--- src/rtl/bc_operand_fetch.sv ---
// Bytecode-operand fetcher: gathers big-endian operand bytes one per cycle, fetching new words as needed.
// Optional sign extension of the assembled operand is enabled by defining BC_OPERAND_SIGN_EXT_EN.
`timescale 1ns/1ps
module bc_operand_fetch #(
  parameter int unsigned WORD_BYTES = 2,
  parameter int unsigned MAX_PARAMS = 4,
  localparam int unsigned LW = $clog2(WORD_BYTES),
  localparam int unsigned CW = $clog2(MAX_PARAMS + 1),
  localparam int unsigned WW = 8 * WORD_BYTES,
  localparam int unsigned OW = 8 * MAX_PARAMS
) (
  input  logic          clk,
  input  logic          rst,
  input  logic          start,
  input  logic [CW-1:0] param_count,
  input  logic [LW-1:0] byte_lane,
  input  logic [WW-1:0] cur_word,
  input  logic          sign_ext,
  output logic          fetch,
  input  logic          fetch_ack,
  input  logic [WW-1:0] fetch_data,
  output logic [OW-1:0] operand,
  output logic          done,
  output logic          busy,
  output logic [LW-1:0] next_lane
);

`ifdef BC_OPERAND_SIGN_EXT_EN
  localparam bit SEXT_EN = 1'b1;
`else
  localparam bit SEXT_EN = 1'b0;
`endif

  typedef enum logic [1:0] {
    ST_IDLE,
    ST_TAKE,
    ST_FETCH,
    ST_DONE
  } state_t;

  state_t        state, state_n;
  logic [WW-1:0] buffer, buffer_n;
  logic [LW-1:0] lane, lane_n;
  logic [CW-1:0] remaining, remaining_n;
  logic [CW-1:0] count_q, count_n;
  logic          sign_q, sign_n;
  logic [OW-1:0] operand_n;
  logic [CW-1:0] clamped;
  logic [7:0]    cur_byte;
  logic          sbit;

  assign clamped  = (param_count > CW'(MAX_PARAMS)) ? CW'(MAX_PARAMS) : param_count;
  assign cur_byte = buffer[{lane, 3'b000} +: 8];

  // Next-state and datapath update
  always_comb begin
    state_n     = state;
    buffer_n    = buffer;
    lane_n      = lane;
    remaining_n = remaining;
    count_n     = count_q;
    sign_n      = sign_q;
    operand_n   = operand;
    sbit        = 1'b0;
    case (state)
      ST_IDLE: begin
        if (start) begin
          count_n     = clamped;
          remaining_n = clamped;
          lane_n      = byte_lane;
          buffer_n    = cur_word;
          sign_n      = sign_ext;
          operand_n   = '0;
          state_n     = (clamped == '0) ? ST_DONE : ST_TAKE;
        end
      end
      ST_TAKE: begin
        operand_n   = (operand << 8) | OW'(cur_byte);
        remaining_n = remaining - CW'(1);
        lane_n      = lane + LW'(1);
        if (remaining_n == '0) begin
          state_n = ST_DONE;
          // Replicate the top operand bit over the unused upper bytes
          if (SEXT_EN && sign_q) begin
            for (int i = 0; i < int'(MAX_PARAMS); i++) begin
              if (count_q == CW'(i + 1)) sbit = operand_n[8*i+7];
            end
            for (int i = 0; i < int'(MAX_PARAMS); i++) begin
              if (CW'(i) >= count_q) operand_n[8*i +: 8] = {8{sbit}};
            end
          end
        end else if (lane == LW'(WORD_BYTES - 1)) begin
          state_n = ST_FETCH;
        end
      end
      ST_FETCH: begin
        if (fetch_ack) begin
          buffer_n = fetch_data;
          lane_n   = '0;
          state_n  = ST_TAKE;
        end
      end
      ST_DONE: begin
        state_n = ST_IDLE;
      end
      default: begin
        state_n = ST_IDLE;
      end
    endcase
  end

  // State, datapath and registered outputs
  always_ff @(posedge clk) begin
    if (rst) begin
      state     <= ST_IDLE;
      buffer    <= '0;
      lane      <= '0;
      remaining <= '0;
      count_q   <= '0;
      sign_q    <= 1'b0;
      operand   <= '0;
      fetch     <= 1'b0;
      done      <= 1'b0;
      busy      <= 1'b0;
      next_lane <= '0;
    end else begin
      state     <= state_n;
      buffer    <= buffer_n;
      lane      <= lane_n;
      remaining <= remaining_n;
      count_q   <= count_n;
      sign_q    <= sign_n;
      operand   <= operand_n;
      fetch     <= (state_n == ST_FETCH);
      done      <= (state_n == ST_DONE);
      busy      <= (state_n != ST_IDLE);
      if (state_n == ST_DONE) next_lane <= lane_n;
    end
  end

endmodule

--- config.mk ---
export PLATFORM = sky130hd
export DESIGN_NAME = bc_operand_fetch
export DESIGN_NICKNAME = d
export VERILOG_FILES = /design/src/rtl/bc_operand_fetch.sv
export SDC_FILE = /design/constraint.sdc
export NUM_CORES = 1
export LEC_CHECK = 0
export ABC_CLOCK_PERIOD_IN_PS = 5300
export BUFFER_PORTS_ARGS = -buffer_cell sky130_fd_sc_hd__buf_2
export CORE_UTILIZATION = 45
export CTS_BUF_LIST = sky130_fd_sc_hd__clkbuf_16
export CTS_CLUSTER_DIAMETER = 150
export DETAILED_ROUTE_END_ITERATION = 8
export HOLD_SLACK_MARGIN = 0.05
export PLACE_DENSITY = 0.72
export SYNTH_ARGS = -nofsm -noshare
export SYNTH_HDL_FRONTEND = slang
export SYNTH_SLANG_ARGS = --single-unit
--- constraint.sdc ---
create_clock -name clk -period 5.3 [get_ports clk]
set_clock_uncertainty 0.15 [all_clocks]
set_input_delay 1.59 -clock clk [delete_from_list [all_inputs] [get_ports clk]]
set_output_delay 1.59 -clock clk [all_outputs]
set_load 0.02 [all_outputs]
**Word-level counts from Yosys, hierarchy flattened**

Cells that the tools add are included.

- Flip-flop bits (word level): 58
- Input port bits: 41
- Output and inout bits: 36
- Word-level logic and storage cells: 46

- $add $sub $neg: 2
- Order comparisons: 1
- Equality and inequality tests: 7
- Shifts and indexed selects: 1
- Multiplexer cells: 17
- Bitwise logic cells: 1
- Reductions and logical operators: 8

Operators with widths:

| operator | count |
|---|---|
| $pmux 32 s2 | 1 |
| $mux 16 | 2 |
| $mux 32 | 1 |
| $or 32x8->32 | 1 |
| $pmux 16 s2 | 1 |
| $shiftx 16x5->8 | 1 |
| $mux 2 | 5 |
| $eq 2x2->1 const B | 4 |
| $pmux 2 s4 | 1 |
| $logic_not 3->1 | 2 |
| $mux 3 | 2 |
| $pmux 3 s2 | 1 |
| $reduce_bool 2->1 | 3 |
| $ne 2x2->1 const B | 2 |
| $gt 3x3->1 const B | 1 |
| $pmux 1 s3 | 1 |
| $reduce_and 3->1 | 1 |
| $sub 3x1->3 const B | 1 |
| $eq 2x1->1 const B | 1 |
| $logic_not 2->1 | 1 |
| $mux 1 | 2 |
| $reduce_and 2->1 | 1 |
| $add 1x1->1 const B | 1 |

**Depth between registers and ports, before layout**

- Word-level depth: 7
- Depth in mapped cells: 7
- Gate-level depth less buffers: 6

**Worst setup path before layout**

No wires, ideal clock.

- Kind: input to register
- Start: input param_count[0]
- End: register fetch
- Setup time: 87 ps
- Arrival: 2486 ps
- Required time: 5063 ps
- Path slack: 2577 ps
- Cell stages on the path: 4
- Path buffers: 0
- Cells stage by stage: or4_4 nor2_4 a211oi_1 nor4b_2

- Word-level cells in the longest chain between the ends: 7

RTL lines:

| what | RTL line | source |
|---|---|---|
| from (decl) | 15 | `input logic [CW-1:0] param_count,` |
| $gt 3x3->1 | 52 | `assign clamped = (param_count > CW'(MAX_PARAMS)) ? CW'(MAX_PARAMS) : param_count;` |
| $mux 3 * | 52 |  |
| $logic_not 3->1 * | 74 | `state_n = (clamped == '0) ? ST_DONE : ST_TAKE;` |
| $mux 2 * | 74 |  |
| $mux 2 * | 67 | `if (start) begin` |
| $pmux 2 s4 * | 65 | `case (state)` |
| $eq 2x2->1 * | 134 | `fetch <= (state_n == ST_FETCH);` |
| to (signal assigned) | 134 |  |
| to (decl) | 19 | `output logic fetch,` |

Every way passes the cells marked *; elsewhere a longest branch is shown, timed or not.
A chain may end at the register's enable or synchronous reset.

**Final worst setup path**

- Start: input start
- End: register buffer[13]

- Word-level cells in the longest chain between the ends: 2

RTL lines:

| what | RTL line | source |
|---|---|---|
| from (decl) | 14 | `input logic start,` |
| $ne 2x2->1 (no source line) | - |  |
| $reduce_and 3->1 (no source line) | - |  |
| to (signal assigned) | 128 | `buffer <= buffer_n;` |
| to (decl) | 42 | `logic [WW-1:0] buffer, buffer_n;` |

Every way passes these cells.

==> out/qor.log <==
[clock_tree] insertion delay of the later-clocked pin in the worst-skew pair 0.32 ns
[worst_hold_path] Tightest Hold Check Type reg2reg
[floorplan] floorplan die area 5650 um2
[worst_hold_path] cell depth of the worst hold path 2
[yosys] register bit total from synthesis 58
[yosys] number of synthesized flops with an enable pin 0
[sta] max frequency 0.318 GHz
[floorplan] horizontal die dimension 75.2 um
[critical_path] worst path arrival time 3.21 ns
[critical_path] endpoint class of the critical path flip-flop
[place] Post-DP HPWL 3240 um
[critical_path] FF-to-FF path depth 5
[grt] GRT Resource Usage Total 0.189
[sta] Final Hold Vio Count 0
[cells_and_area] n_diodes 0
[clock_tree] post-cts hold buffer count 0
[clock_tree] deepest clock path buffer count 2
[sta] Rel. slew slack 0.202
[yosys] Cell Area, Synth 2410 um2
[detailed_routing] violation count after the first detailed-routing iteration 157
[critical_path] capture point of the worst reg-to-reg path operand[4]$_SDFFE_PP0P_
[clock_tree] Post-CTS Repair Setup Buffers 0
[yosys] most instantiated flip-flop cell in the synthesis netlist sky130_fd_sc_hd__dfxtp_1
[clock_tree] CTS HTree Levels 3
[cells_and_area] Final nets 360
[detailed_routing] # DRC 0
[floorplan] initial cell density of the core 0.469
[sta] Tmin final 3.14 ns
[power] P_leak 1.30 nW
[sta] Max Transition Viols Final 0
[cells_and_area] final core area utilization 0.598
[worst_hold_path] startpoint of the tightest hold check path next_lane$_SDFFE_PP0N_
[clock_tree] Inserted Clock Buffers 9
[floorplan] FP Rows 26
[critical_path] kind of launch point of the worst setup path input port
[clock_tree] post-cts repair resize count 0
[grt] initial antenna violation count 0
[floorplan] total I/O pin count 77
[critical_path] maximum fanout encountered on the critical timing path 31
[detailed_routing] Initial DRT Pass Iterations 4
[place] gp weighted congestion 0.778
[grt] wire length of the first global-routing pass 7850 um
[floorplan] Core Region 5140 um2
[worst_hold_path] Worst Hold Path EP next_lane$_SDFFE_PP0N_
[grt] via count of the first global-routing pass 1773
[critical_path] Req. time, crit path 5.37 ns
[yosys] Synthesis Warnings 0
[clock_tree] clk slew on worst S/H paths 0.05 ns
[grt] gr ovfl total 0
[detailed_routing] WL/cell 12.9 um
[power] PD cells 392 nW/um2
[sta] setup repair after global routing missed its margin false
[yosys] Post-Syn Area per Cell 9.64 um2
[clock_tree] Clock Tree Root sky130_fd_sc_hd__clkbuf_16
[critical_path] RR Startpoint state[0]$_SDFF_PP0_
[cells_and_area] fraction of final layout cells sized beyond drive strength 1 0.339
[detailed_routing] routed wire length 5070 um
[detailed_routing] number of vias per cell after detailed routing 5.22
[critical_path] Setup CP Type in2reg
[critical_path] slack of the worst reg-to-reg path 3.00 ns
[power] highest ir drop seen on vdd 203 uV
[detailed_routing] number of nets with antenna violations after detailed routing 0
[yosys] Post-Syn Instances 250
[yosys] Yosys cell types 34
[outcome] outcome finished clean
[sta] transition at the pin with the smallest max-transition slack 1.20 ns
[clock_tree] clock net sink count 58
[yosys] share of the yosys chip area belonging to registers 0.482
[floorplan] y dimension of the die 75.2 um
[grt] largest net degree at the start of global routing 59
[clock_tree] TritonCTS clock tree yes
[sta] number of setup violations in the final report 0
[detailed_routing] vias 2048
[sta] period utilization 0.593
[sta] final-layout setup total negative slack 0 ns
[place] number of buffers inserted by port buffering 75
[yosys] async set or reset register ratio after synthesis 0
[run] maximum capacitance violations 0
[yosys] post-synthesis net count 293
[cells_and_area] area delta synth->final 27.5%
worst max-delay path by stage:
stage | from | end | cells after the start | slack, ns
after CTS | start | buffer[13]$_SDFFE_PP0P_ | 5 | 2.16
after detailed placement | start | buffer[2]$_SDFFE_PP0P_ | 5 | 1.84
final | start | buffer[13]$_SDFFE_PP0P_ | 5 | 2.16
after global routing | start | buffer[13]$_SDFFE_PP0P_ | 5 | 1.92
after floorplan | param_count[0] | fetch$_SDFF_PP0_ | 4 | 2.58
after global placement | start | buffer[2]$_SDFFE_PP0P_ | 5 | 1.83
cell families (layout without fill, tap and decap cells):
group	count (synthesis)	in the layout	share of synthesized area
adders and majority gates	2	2	0.0104
buffers and inverters	26	98	0.0540
AOI/OAI and AO/OA	65	65	0.204
xor gates and xnor gates	1	1	0.00364
and+or+nand+nor	73	73	0.138
muxes	25	25	0.109
DFF	58	58	0.482
worst max-delay path: stages:
cell,delay [ns]
sky130_fd_sc_hd__buf_2,0.12
sky130_fd_sc_hd__nand2b_1,0.14
sky130_fd_sc_hd__a21oi_2,0.96
sky130_fd_sc_hd__nor2_1,0.11
sky130_fd_sc_hd__a211oi_1,0.28
final cells by class:
cell class	count	area, um2
Fill cell	464	2070
Sequential cell	58	1160
Multi-Input combinational cell	166	1130
Timing Repair Buffer	77	390
Clock buffer	9	225
Tap cell	70	87.6
Clock inverter	7	61.3
Inverter	5	18.8
power by group:
part / leakage [nW] / switching (mW) / internal (mW) / total (mW)
clock: 0.148 / 0.188 / 0.357 / 0.546
combinational: 0.676 / 0.0993 / 0.0722 / 0.172
sequential: 0.473 / 0.0219 / 0.465 / 0.487
total: 1.30 / 0.310 / 0.895 / 1.20
flip-flops by register name (all words and copies together) (netlist names):
| register | count |
|---|---|
| buffer | 16 |
| busy | 1 |
| done | 1 |
| fetch | 1 |
| lane | 1 |
| next_lane | 1 |
| operand | 32 |
| remaining | 3 |
| state | 2 |
routing by layer:
metal  routed length [um]  share of wire  GRT usage  up-vias
met5                    0              0          0        -
met4                   79          0.016     0.0823        0
met3                  272          0.054     0.0710        7
met2                 2360           0.46      0.282       64
met1                 2360           0.47      0.245      939
li1                     -              -          -     1038
cell usage after synthesis, types with 2 or more instances:
library cell / count / area share
sky130_fd_sc_hd__inv_1: 5 / 0.0078
sky130_fd_sc_hd__mux2i_1: 16 / 0.066
sky130_fd_sc_hd__nor2b_1: 5 / 0.013
sky130_fd_sc_hd__nand2b_1: 2 / 0.0052
sky130_fd_sc_hd__a32o_1: 2 / 0.0083
sky130_fd_sc_hd__ha_1: 2 / 0.010
sky130_fd_sc_hd__nand2_1: 3 / 0.0047
sky130_fd_sc_hd__a22oi_1: 32 / 0.10
sky130_fd_sc_hd__buf_2: 7 / 0.015
sky130_fd_sc_hd__dfxtp_1: 58 / 0.48
sky130_fd_sc_hd__a211oi_1: 18 / 0.056
sky130_fd_sc_hd__a32oi_1: 2 / 0.0073
sky130_fd_sc_hd__a21oi_1: 5 / 0.010
sky130_fd_sc_hd__buf_4: 4 / 0.012
sky130_fd_sc_hd__mux2_2: 9 / 0.042
sky130_fd_sc_hd__nor2_1: 56 / 0.087
sky130_fd_sc_hd__clkbuf_1: 7 / 0.011
per-stage QoR:
| step | worst slack, ns | total power [mW] | hold slack, ns | std cells | cell area, um2 |
|---|---|---|---|---|---|
| after floorplan | 2.58 | 0.625 | 0.325 | 250 | 2410 |
| after global placement | 1.83 | 0.664 | 0.312 | 376 | 2790 |
| after detailed placement | 1.84 | 0.667 | 0.328 | 376 | 2790 |
| after CTS | 2.16 | 1.21 | 0.335 | 392 | 3070 |
| after global routing | 1.92 | 1.26 | 0.353 | 392 | 3070 |
| final | 2.16 | 1.20 | 0.331 | 392 | 3070 |
cell usage in the layout, fill, tap and decap left out, types with 2 or more instances in the layout:
cell                        count
sky130_fd_sc_hd__buf_4          2
sky130_fd_sc_hd__inv_1          6
sky130_fd_sc_hd__dfxtp_1       58
sky130_fd_sc_hd__a32oi_1        2
sky130_fd_sc_hd__mux2_2         9
sky130_fd_sc_hd__clkbuf_16      9
sky130_fd_sc_hd__buf_2         75
sky130_fd_sc_hd__a22oi_1       32
sky130_fd_sc_hd__ha_1           2
sky130_fd_sc_hd__clkinv_2       3
sky130_fd_sc_hd__a211oi_1      18
sky130_fd_sc_hd__mux2i_1       16
sky130_fd_sc_hd__nand2_1        3
sky130_fd_sc_hd__nor2b_1        3
sky130_fd_sc_hd__nor2_1        56
sky130_fd_sc_hd__nand2b_1       2
sky130_fd_sc_hd__a32o_1         2
sky130_fd_sc_hd__a21oi_1        5
(Power assumes the default switching activity.)
